**config.mk**
```make
export PLATFORM = sky130hd
export DESIGN_NAME = cls_par_rx_flat
export DESIGN_NICKNAME = d
export VERILOG_FILES = /design/src/rtl/hlp_ipp_pkg.sv /design/src/rtl/cls_par_rx_if.sv /design/src/rtl/cls_par_fifo.sv /design/src/rtl/cls_par_rx.sv /design/src/flat_wrapper.sv
export SDC_FILE = /design/constraint.sdc
export NUM_CORES = 1
export LEC_CHECK = 0
export CORE_ASPECT_RATIO = 0.7
export CORE_MARGIN = 8
export CORE_UTILIZATION = 55
export DETAILED_ROUTE_END_ITERATION = 6
export PLACE_DENSITY = 0.83
export SKIP_LAST_GASP = 1
export SLEW_MARGIN = 20
export SYNTH_ARGS = -nofsm -noshare
export SYNTH_HDL_FRONTEND = slang
export SYNTH_SLANG_ARGS = --single-unit
```
**constraint.sdc**
```tcl
create_clock -name clk -period 75.2 [get_ports clk]
set_input_delay 15.04 -clock clk [delete_from_list [all_inputs] [get_ports clk]]
set_output_delay 15.04 -clock clk [all_outputs]
set_load 0.01 [all_outputs]
```
**src/rtl/hlp_ipp_pkg.sv**
```systemverilog
// Shared parser/classifier types and receiver defaults.
package hlp_ipp_pkg;

  // Parser result for one packet.
  typedef struct packed {
    logic [31:0] key;
    logic [15:0] pkt_len;
    logic [7:0]  flags;
  } parser_out_t;

  // Tail information for one packet; it arrives separately from the parser result.
  typedef struct packed {
    logic [15:0] byte_cnt;
    logic [3:0]  err;
    logic        eop;
  } tail_info_t;

  // Replication-management request, parser to classifier.
  typedef struct packed {
    logic        vld;
    logic        wr;
    logic [11:0] addr;
    logic [31:0] wdata;
  } imn_rpl_frwd_t;

  // Replication-management status, classifier to parser.
  typedef struct packed {
    logic        ack;
    logic [31:0] rdata;
  } imn_rpl_bkwd_t;

  // Header and tail of one packet after re-pairing.
  typedef struct packed {
    parser_out_t hdr;
    tail_info_t  tail;
  } cls_par_rec_t;

  localparam int CLS_PAR_HDR_DEPTH  = 8;
  localparam int CLS_PAR_TAIL_DEPTH = 8;

endpackage

```
**src/rtl/cls_par_rx_if.sv**
```systemverilog
// Parser input streams and the paired-record output stream of the receiver.
interface cls_par_rx_if;
  import hlp_ipp_pkg::*;

  parser_out_t parser_out;
  logic        parser_out_v;
  tail_info_t  o_tail_info;
  logic        o_tail_info_v;
  parser_out_t cls_hdr;
  tail_info_t  cls_tail;
  logic        cls_v;
  logic        cls_rdy;

  // Environment side: parser and classifier pipeline.
  modport master (
    output parser_out, parser_out_v, o_tail_info, o_tail_info_v, cls_rdy,
    input  cls_hdr, cls_tail, cls_v
  );

  // Receiver side.
  modport slave (
    input  parser_out, parser_out_v, o_tail_info, o_tail_info_v, cls_rdy,
    output cls_hdr, cls_tail, cls_v
  );
endinterface

```
**src/rtl/cls_par_fifo.sv**
```systemverilog
// Synchronous first-word-fall-through FIFO. A push into a full FIFO is
// accepted when a pop happens in the same cycle; otherwise it is dropped
// and reported by a one-cycle overflow pulse.
module cls_par_fifo #(
  parameter int WIDTH = 8,
  parameter int DEPTH = 8
) (
  input  logic                   clk,
  input  logic                   rst,
  input  logic                   push,
  input  logic [WIDTH-1:0]       din,
  input  logic                   pop,
  output logic [WIDTH-1:0]       head,
  output logic [$clog2(DEPTH):0] count,
  output logic                   full,
  output logic                   ovfl
);

  localparam int AW = $clog2(DEPTH);
  localparam logic [AW:0] FULL_CNT = (AW + 1)'(DEPTH);

  logic [WIDTH-1:0] mem [DEPTH];
  logic [AW:0]      wr_ptr;
  logic [AW:0]      rd_ptr;
  logic [AW:0]      cnt;
  logic             do_push;
  logic             do_pop;

  // Accept/drop decisions; a simultaneous pop frees the slot for the push.
  always_comb begin
    do_pop  = 1'b0;
    do_push = 1'b0;
    ovfl    = 1'b0;
    if (pop && (cnt != '0)) begin
      do_pop = 1'b1;
    end else begin
      do_pop = 1'b0;
    end
    if (push && ((cnt != FULL_CNT) || do_pop)) begin
      do_push = 1'b1;
    end else begin
      do_push = 1'b0;
      ovfl    = push;
    end
  end

  // Storage array; cleared on reset so the head reads zero while empty after reset.
  always_ff @(posedge clk or posedge rst) begin
    if (rst) begin
      for (int i = 0; i < DEPTH; i++) begin
        mem[i] <= '0;
      end
    end else if (do_push) begin
      mem[wr_ptr[AW-1:0]] <= din;
    end
  end

  // Pointers (one extra wrap bit) and registered occupancy.
  always_ff @(posedge clk or posedge rst) begin
    if (rst) begin
      wr_ptr <= '0;
      rd_ptr <= '0;
      cnt    <= '0;
    end else begin
      if (do_push) begin
        wr_ptr <= wr_ptr + (AW + 1)'(1);
      end
      if (do_pop) begin
        rd_ptr <= rd_ptr + (AW + 1)'(1);
      end
      case ({do_push, do_pop})
        2'b10:   cnt <= cnt + (AW + 1)'(1);
        2'b01:   cnt <= cnt - (AW + 1)'(1);
        default: cnt <= cnt;
      endcase
    end
  end

  assign head  = mem[rd_ptr[AW-1:0]];
  assign count = cnt;
  assign full  = (cnt == FULL_CNT);

endmodule

```
**src/rtl/cls_par_rx.sv**
```systemverilog
// Classifier-side receiver: buffers parser results and tail info in two
// FIFOs, re-pairs them in packet order and hands one record per packet to
// the classifier. Also retimes the replication-management paths.
module cls_par_rx
  import hlp_ipp_pkg::*;
#(
  parameter int HDR_DEPTH  = CLS_PAR_HDR_DEPTH,
  parameter int TAIL_DEPTH = CLS_PAR_TAIL_DEPTH
) (
  input  logic                        clk,
  input  logic                        rst,
  cls_par_rx_if.slave                 bus,
  input  imn_rpl_frwd_t               rpl_frwd_in,
  output imn_rpl_bkwd_t               rpl_bkwd_out,
  output imn_rpl_frwd_t               rpl_frwd_out,
  input  imn_rpl_bkwd_t               rpl_bkwd_in,
  output logic [$clog2(HDR_DEPTH):0]  hdr_cnt,
  output logic [$clog2(TAIL_DEPTH):0] tail_cnt,
  output logic [1:0]                  ovfl_err
);

  logic [$bits(parser_out_t)-1:0] hdr_head;
  logic [$bits(tail_info_t)-1:0]  tail_head;
  logic                           hdr_full;
  logic                           tail_full;
  logic                           hdr_ovfl;
  logic                           tail_ovfl;
  logic                           rec_v;
  logic                           pop_both;
  cls_par_rec_t                   head_rec;
  cls_par_rec_t                   hold_rec;
  cls_par_rec_t                   out_rec;
  logic                           unused_full;

  cls_par_fifo #(.WIDTH($bits(parser_out_t)), .DEPTH(HDR_DEPTH)) u_hdr_fifo (
    .clk   (clk),
    .rst   (rst),
    .push  (bus.parser_out_v),
    .din   (bus.parser_out),
    .pop   (pop_both),
    .head  (hdr_head),
    .count (hdr_cnt),
    .full  (hdr_full),
    .ovfl  (hdr_ovfl)
  );

  cls_par_fifo #(.WIDTH($bits(tail_info_t)), .DEPTH(TAIL_DEPTH)) u_tail_fifo (
    .clk   (clk),
    .rst   (rst),
    .push  (bus.o_tail_info_v),
    .din   (bus.o_tail_info),
    .pop   (pop_both),
    .head  (tail_head),
    .count (tail_cnt),
    .full  (tail_full),
    .ovfl  (tail_ovfl)
  );

  // Overflow is tracked through the drop pulses, so the full flags are not needed here.
  assign unused_full = hdr_full & tail_full;

  // A record exists once both heads are present; outputs hold the last record otherwise.
  always_comb begin
    head_rec.hdr  = parser_out_t'(hdr_head);
    head_rec.tail = tail_info_t'(tail_head);
    rec_v         = (hdr_cnt != '0) && (tail_cnt != '0);
    pop_both      = rec_v && bus.cls_rdy;
    if (rec_v) begin
      out_rec = head_rec;
    end else begin
      out_rec = hold_rec;
    end
  end

  // Remember the most recently presented record for the idle periods.
  always_ff @(posedge clk or posedge rst) begin
    if (rst) begin
      hold_rec <= '0;
    end else if (rec_v) begin
      hold_rec <= head_rec;
    end
  end

  // Sticky overflow flags: [0] header FIFO, [1] tail FIFO.
  always_ff @(posedge clk or posedge rst) begin
    if (rst) begin
      ovfl_err <= 2'b00;
    end else begin
      ovfl_err <= ovfl_err | {tail_ovfl, hdr_ovfl};
    end
  end

  // One-cycle retiming of the management request and status paths.
  always_ff @(posedge clk or posedge rst) begin
    if (rst) begin
      rpl_frwd_out <= '0;
      rpl_bkwd_out <= '0;
    end else begin
      rpl_frwd_out <= rpl_frwd_in;
      rpl_bkwd_out <= rpl_bkwd_in;
    end
  end

  assign bus.cls_v    = rec_v;
  assign bus.cls_hdr  = out_rec.hdr;
  assign bus.cls_tail = out_rec.tail;

endmodule
```
**src/flat_wrapper.sv**
```systemverilog
// flat-port wrapper written by rule: the top's interface ports become plain ports
module cls_par_rx_flat import hlp_ipp_pkg::*;
#(
  parameter int HDR_DEPTH  = CLS_PAR_HDR_DEPTH,
  parameter int TAIL_DEPTH = CLS_PAR_TAIL_DEPTH
)
  (clk, rst, rpl_frwd_in, rpl_bkwd_out, rpl_frwd_out, rpl_bkwd_in, hdr_cnt, tail_cnt, ovfl_err, bus_parser_out, bus_parser_out_v, bus_o_tail_info, bus_o_tail_info_v, bus_cls_rdy, bus_cls_hdr, bus_cls_tail, bus_cls_v);
  cls_par_rx_if bus_i ();
  input  logic clk;
  input  logic rst;
  input  imn_rpl_frwd_t rpl_frwd_in;
  output imn_rpl_bkwd_t rpl_bkwd_out;
  output imn_rpl_frwd_t rpl_frwd_out;
  input  imn_rpl_bkwd_t rpl_bkwd_in;
  output logic [$clog2(HDR_DEPTH):0] hdr_cnt;
  output logic [$clog2(TAIL_DEPTH):0] tail_cnt;
  output logic [1:0] ovfl_err;
  input wire logic [$bits(bus_i.parser_out)-1:0] bus_parser_out;
  input wire logic [$bits(bus_i.parser_out_v)-1:0] bus_parser_out_v;
  input wire logic [$bits(bus_i.o_tail_info)-1:0] bus_o_tail_info;
  input wire logic [$bits(bus_i.o_tail_info_v)-1:0] bus_o_tail_info_v;
  input wire logic [$bits(bus_i.cls_rdy)-1:0] bus_cls_rdy;
  output wire logic [$bits(bus_i.cls_hdr)-1:0] bus_cls_hdr;
  output wire logic [$bits(bus_i.cls_tail)-1:0] bus_cls_tail;
  output wire logic [$bits(bus_i.cls_v)-1:0] bus_cls_v;
  assign bus_i.parser_out = bus_parser_out;
  assign bus_i.parser_out_v = bus_parser_out_v;
  assign bus_i.o_tail_info = bus_o_tail_info;
  assign bus_i.o_tail_info_v = bus_o_tail_info_v;
  assign bus_i.cls_rdy = bus_cls_rdy;
  assign bus_cls_hdr = bus_i.cls_hdr;
  assign bus_cls_tail = bus_i.cls_tail;
  assign bus_cls_v = bus_i.cls_v;
  cls_par_rx #(.HDR_DEPTH(HDR_DEPTH), .TAIL_DEPTH(TAIL_DEPTH)) u_core (.clk(clk), .rst(rst), .bus(bus_i), .rpl_frwd_in(rpl_frwd_in), .rpl_bkwd_out(rpl_bkwd_out), .rpl_frwd_out(rpl_frwd_out), .rpl_bkwd_in(rpl_bkwd_in), .hdr_cnt(hdr_cnt), .tail_cnt(tail_cnt), .ovfl_err(ovfl_err));
endmodule
```
==> reports/qor.csv, run 1 <==
metric,value,unit
ys_ff_latch,794,
grt_max_degree,133,
chipHeight,223,um
finalSetupViolations,0,
ctsResizeCount,0,
cts_inserted_buffers,76,
worstPathArrival,4.28,ns
clock_path_buffers,3,
synth_edf_count,0,
r2r_cells,4,
hp-class,register to register,
synth_cells,2023,
route.detailed.drc,0,
muxShareOfSynthArea,0.344,
status,"complete, no violations",
antenna_found_initial,12,
ioPinCount,328,
intPower,1.32,mW
rsz0062_at_grt,false,
reg2reg_to,u_core.hold_rec[61]$_DFF_PP0_,
synth_ff_type,dfrtp_1,
cts_root_buffer,clkbuf_16,
layout.nets,2505,
grtUsageTotal,0.220,
core_area,0.0610,mm2
synth-compound-area-share,0.0146,
switchingPower,0.613,mW
tightest_slew,1.14,ns
grt_pass1_wl,122000,um
initial_core_util,0.552,
die-area,0.0696,mm2
synthTopCellsByArea,"dfrtp_1 59%, mux2_2 13%, mux4_2 10%, mux2_1 4.9%, mux2_4 4.2%",
via_per_inst,5.82,
yosysUniqueCellTypes,38,
dp_hpwl,45800,um
final_area,0.0401,mm2
tns,0,ns
ctsHoldBuffers,0,
p_leak,17.0,nW
power_frac_clock,0.201,
hold_viol,0,
power_density,48.2,mW/mm2
worstPathRequired,60.16,ns
wl_per_cell,23.9,um
postRouteAntennaNets,0,
fin_crit_sh,0.257,
r2r_start,u_core.u_hdr_fifo.rd_ptr[2]$_DFFE_PP0P_,
syn_area,0.0337,mm2
grt_pass1_vias,20500,
synth_xor_area_frac,0.00468,
vdd_ir_drop_max,0.0295,mV
drive_above_1_share,0.340,
rrSetupSlack,71.89,ns
totalWireLength,76800,um
worstSetupEndpointType,output port,
vias,18700,
startpoint_type,register,
die_w,312,um
globalRouteOverflowTotal,0,
placed_cell_area,0.0375,mm2
yosysWarnings,0,
port_buffers,327,
synth_top_family_by_area,multiplexers,
final_common_cell,dfrtp_1,
htree_levels,3,
drv_slew,0,
syn_to_final_growth,19.1,%
slew-limit-headroom,0.237,
core.rowCount,76,
maxCapViolCount,0,
placed_cells,3075,
p_comb_frac,0.409,
post_cts_buffers,0,
synth-async-reset-ratio,1.00,
yosysTopAreaCell,dfrtp_1,
clock_skew,0.0169,ns
synthAdderAreaFrac,0.00371,
cts_tree,built,
cts.sinks,794,
netSwitchingFraction,0.317,
fmax,51.8,MHz
critical_path_class,register to output port,
yosys.area_share.simple,0.0179,
clk_pin_slew_worst_paths,0.06,ns
firstDrtPassIters,5,
drt_iter0_drc,1157,
gp_congestion,0.727,
syn_avg_cell_area,16.7,um2
critPathLaunch,u_core.u_hdr_fifo.rd_ptr[2]$_DFFE_PP0P_,
yosysSeqAreaShare,0.590,
seqPwrFrac,0.390,
critPathCapture,bus_cls_hdr[47],
fin_crit,19.32,ns
final_cells,3215,
clkLatencyLatePin,0.61,ns
layout_common_cells,"790 x dfrtp_1, 382 x mux2_2, 327 x clkdlybuf4s50_1, 154 x mux4_2, 146 x mux2_1",
synth_top_area_frac,0.590,
cp_max_fo,60,
synth_nets,2194,
registers in the layout (all words and copies together) (netlist names):
register / cells
u_core.u_hdr_fifo.mem: 448
u_core.u_tail_fifo.mem: 168
u_core.hold_rec: 77
u_core.rpl_frwd_out: 46
u_core.rpl_bkwd_out: 33
u_core.u_hdr_fifo.count: 4
u_core.u_tail_fifo.count: 4
u_core.u_hdr_fifo.rd_ptr: 3
u_core.u_hdr_fifo.wr_ptr: 3
u_core.u_tail_fifo.rd_ptr: 3
u_core.u_tail_fifo.wr_ptr: 3
u_core.ovfl_err: 2
cell usage after synthesis (3+ instances only):
cell      number
mux2_1       146
mux2i_1       77
and3_1         4
nor2_1        83
nor4_2         4
nor2b_1        3
nand2_1        8
xnor2_1        8
buf_1          5
mux4_2       154
a21oi_1       81
dfrtp_1      794
nor3_1         9
mux2_2       382
nand2b_1       5
clkbuf_1      33
ha_1          10
buf_6         38
buf_2         50
inv_1          3
nor3b_1        3
nand3_1        3
xor2_1        10
mux2_4        94
metal layers:
metal	GRT usage	wire length, um
met1	0.303	33700
met2	0.352	37400
met3	0.0549	3990
met4	0.0581	1760
met5	0	68
logic make-up after synthesis:
kind of cell               count (synthesis)
adders and majority gates                 10
xor gates and xnor gates                  18
AOI/OAI and AO/OA                         90
DFF                                      794
and+or+nand+nor                          127
muxes                                    853
buffers and inverters                    131
power by group through the flow:
| stage | combinational [mW] | clock, mW | sequential, mW |
|---|---|---|---|
| 2_1_floorplan | 0.559 | 0 | 0.706 |
| 4_1_cts | 0.805 | 0.397 | 0.754 |
| 3_5_place_dp | 0.800 | 0 | 0.758 |
| 6_report | 0.792 | 0.388 | 0.755 |
| 3_3_place_gp | 0.775 | 0 | 0.738 |
| 5_1_grt | 0.849 | 0.413 | 0.778 |
layout make-up:
class	count	area, um2
inverters	3	18.8
flip-flops and latches	794	19900
clock buffers	105	2240
fillers	4186	20900
multi-input cells	1098	13100
well taps	819	1020
diodes	5	12.5
clock inverters	30	305
repair buffers	361	3550
stage by stage:
| stage | utilization | total power, mW | hold slack, ns | setup WS, ns |
|---|---|---|---|---|
| floorplan | - | 1.27 | 0.452 | 37.86 |
| global route | 0.657 | 2.04 | 0.496 | 55.51 |
| detailed placement | 0.615 | 1.56 | 0.472 | 55.14 |
| CTS | 0.657 | 1.96 | 0.485 | 55.79 |
| finish | 0.657 | 1.94 | 0.482 | 55.88 |
| global placement | 0.615 | 1.51 | 0.461 | 55.35 |
how the worst min path moves through the flow:
stage,to,slack [ns],depth (start not counted),start
after global placement,u_core.u_hdr_fifo.mem[62]$_DFFE_PP0P_,0.46,1,u_core.u_hdr_fifo.mem[62]$_DFFE_PP0P_
final,u_core.u_hdr_fifo.mem[78]$_DFFE_PP0P_,0.48,1,u_core.u_hdr_fifo.mem[78]$_DFFE_PP0P_
after floorplan,u_core.u_hdr_fifo.mem[111]$_DFFE_PP0P_,0.45,1,u_core.u_hdr_fifo.mem[111]$_DFFE_PP0P_
after CTS,u_core.ovfl_err[0]$_DFF_PP0_,0.48,1,u_core.ovfl_err[0]$_DFF_PP0_
after global routing,u_core.ovfl_err[0]$_DFF_PP0_,0.50,1,u_core.ovfl_err[0]$_DFF_PP0_
after detailed placement,u_core.u_hdr_fifo.mem[94]$_DFFE_PP0P_,0.47,1,u_core.u_hdr_fifo.mem[94]$_DFFE_PP0P_
worst max-delay path: stages, from the launching register on:
cell	delay, ns
dfrtp_4	1.02
buf_4	0.96
mux4_2	0.60
mux2i_1	0.25
a21oi_1	0.14
clkdlybuf4s50_1	0.55
Power figures use the tool's default switching activity.
==> inputs of run 2 (changes only) <==
- clock period: 75.2 -> 18.5 ns (I/O delays scaled with it)
==> run 2 against run 1 <==
Register-to-register slack got worse by 57 ns. Die area unchanged. Sequential cell count unchanged. Clock power increased to 4.1 times the previous value. Cell count increased by 0.47%. Global-route usage increased by 0.13 points. Sequential share of layout area decreased by 0.17 points. Sequential power increased to 4.1 times the previous value. Wire length increased by 0.49%.
==> reports/qor.csv, run 2 (synthesis results as in run 1) <==
metric,value,unit
hold_depth,1,
startpoint_type,register,
tightest_slew,1.12,ns
core.rowCount,76,
crit_buf_inv,2,
firstDrtPassIters,5,
power_density,196,mW/mm2
hp-class,register to register,
vdd_ir_drop_max,0.163,mV
port_buffers,327,
htree_levels,3,
grt_pass1_wl,123000,um
cp.depth,5,
placed_cells,3081,
initial_core_util,0.552,
fmax,130,MHz
via_per_inst,5.82,
drive_above_1_share,0.344,
cts_root_buffer,clkbuf_16,
route.detailed.drc,0,
totalWireLength,77200,um
ctsHoldBuffers,0,
hold_viol,0,
path_cells,"buf_4, mux4_2, mux2i_1, a21oi_1, clkdlybuf4s50_1",
chipHeight,223,um
layout.nets,2514,
crit_family,buffers and inverters,
dpl_worst_slack,11.17,ns
syn_to_final_growth,19.5,%
placed_cell_area,0.0376,mm2
slew-limit-headroom,0.254,
postRouteAntennaNets,0,
worstPathRequired,14.80,ns
largest_register,u_core.u_hdr_fifo.mem,
cp_slowest_cell,dfrtp_4,
worstSetupEndpointType,output port,
clkLatencyLatePin,0.62,ns
final_area,0.0403,mm2
hold_slack,0.465,ns
clock_path_buffers,3,
finalSetupViolations,0,
rsz0062_at_grt,false,
largest_reg_flops,448,
tns,0,ns
drv_slew,0,
grt_pass1_vias,20800,
gp_congestion,0.729,
wl_per_cell,23.9,um
final_common_cell,dfrtp_1,
worstPathArrival,3.98,ns
reg.largest.list,"u_core.u_hdr_fifo.mem: 448 flops, u_core.u_tail_fifo.mem: 168 flops, u_core.hold_rec: 77 flops",
grtUsageTotal,0.222,
ctsResizeCount,0,
post_cts_buffers,0,
critical_path_class,register to output port,
dp_hpwl,47700,um
final_cells,3230,
cp_max_fo,42,
max_stage_delay,0.83,ns
power,7.90,mW
layout_common_cells,"790 x dfrtp_1, 382 x mux2_2, 327 x clkdlybuf4s50_1, 154 x mux4_2, 146 x mux2_1",
vias,18800,
setup_ws,10.82,ns
r2r_cells,10,
antenna_found_initial,14,
die-area,0.0696,mm2
p_leak,17.1,nW
ioPinCount,328,
drt_iter0_drc,1255,
clock_skew,0.0254,ns
clk_pin_slew_worst_paths,0.06,ns
cts_tree,built,
fin_util,0.659,
maxCapViolCount,0,
fillCellCount,4138,
status,"complete, no violations",
fin_crit_sh,0.415,
globalRouteOverflowTotal,0,
cts.sinks,794,
grt_max_degree,89,
die_w,312,um
cts_inserted_buffers,77,
fin_crit,7.68,ns
core_area,0.0610,mm2
run 2: cell types whose count changed in the layout (fill, tap and decap cells not counted), moves of 2 or more:
cell	delta
clkinvlp_4	+6
buf_4	+5
clkinv_2	-4
inv_6	+4
and3_2	+2
and3_4	-2
buf_16	+2
clkbuf_16	-2
clkbuf_8	+2
diode_2	+2
run 2: routing by layer:
metal / global-route usage / share of wire / vias to the layer above
met5: 0 / 0.0010 / -
li1: - / - / 8065
met4: 0.0655 / 0.023 / 14
met1: 0.305 / 0.44 / 10200
met3: 0.0518 / 0.051 / 129
met2: 0.354 / 0.49 / 415
run 2: area by class of cell:
type | instances | area, um2 | area share
Clock buffer | 104 | 2210 | 0.0549
Tap cell | 819 | 1020 | 0.0255
Antenna cell | 7 | 17.5 | 0.000435
Clock inverter | 36 | 377 | 0.00936
Timing Repair Buffer | 369 | 3650 | 0.0907
Sequential cell | 794 | 19900 | 0.494
Multi-Input combinational cell | 1098 | 13100 | 0.325
Inverter | 3 | 15.0 | 0.000373
run 2: worst paths after layout:
| path | startpoint | end | slack, ns |
|---|---|---|---|
| worst min-delay path | u_core.ovfl_err[0]$_DFF_PP0_ | u_core.ovfl_err[0]$_DFF_PP0_ | 0.47 |
| max in group asynchronous | rst | u_core.u_tail_fifo.rd_ptr[0]$_DFFE_PP0P_ | 12.55 |
| worst min register to register | u_core.ovfl_err[0]$_DFF_PP0_ | u_core.ovfl_err[0]$_DFF_PP0_ | 0.47 |
| worst max register to register | u_core.u_tail_fifo.count[1]$_DFFE_PP0P_ | u_core.u_tail_fifo.count[2]$_DFFE_PP0P_ | 15.20 |
| min in group asynchronous | rst | u_core.u_hdr_fifo.mem[168]$_DFFE_PP0P_ | 3.38 |
| worst max-delay path | u_core.u_hdr_fifo.rd_ptr[1]$_DFFE_PP0P_ | bus_cls_hdr[42] | 10.82 |
run 2: power breakdown:
| group | internal (mW) | switching [mW] |
|---|---|---|
| Sequential | 2.56 | 0.498 |
| Clock | 0.927 | 0.667 |
| Combinational | 1.90 | 1.35 |
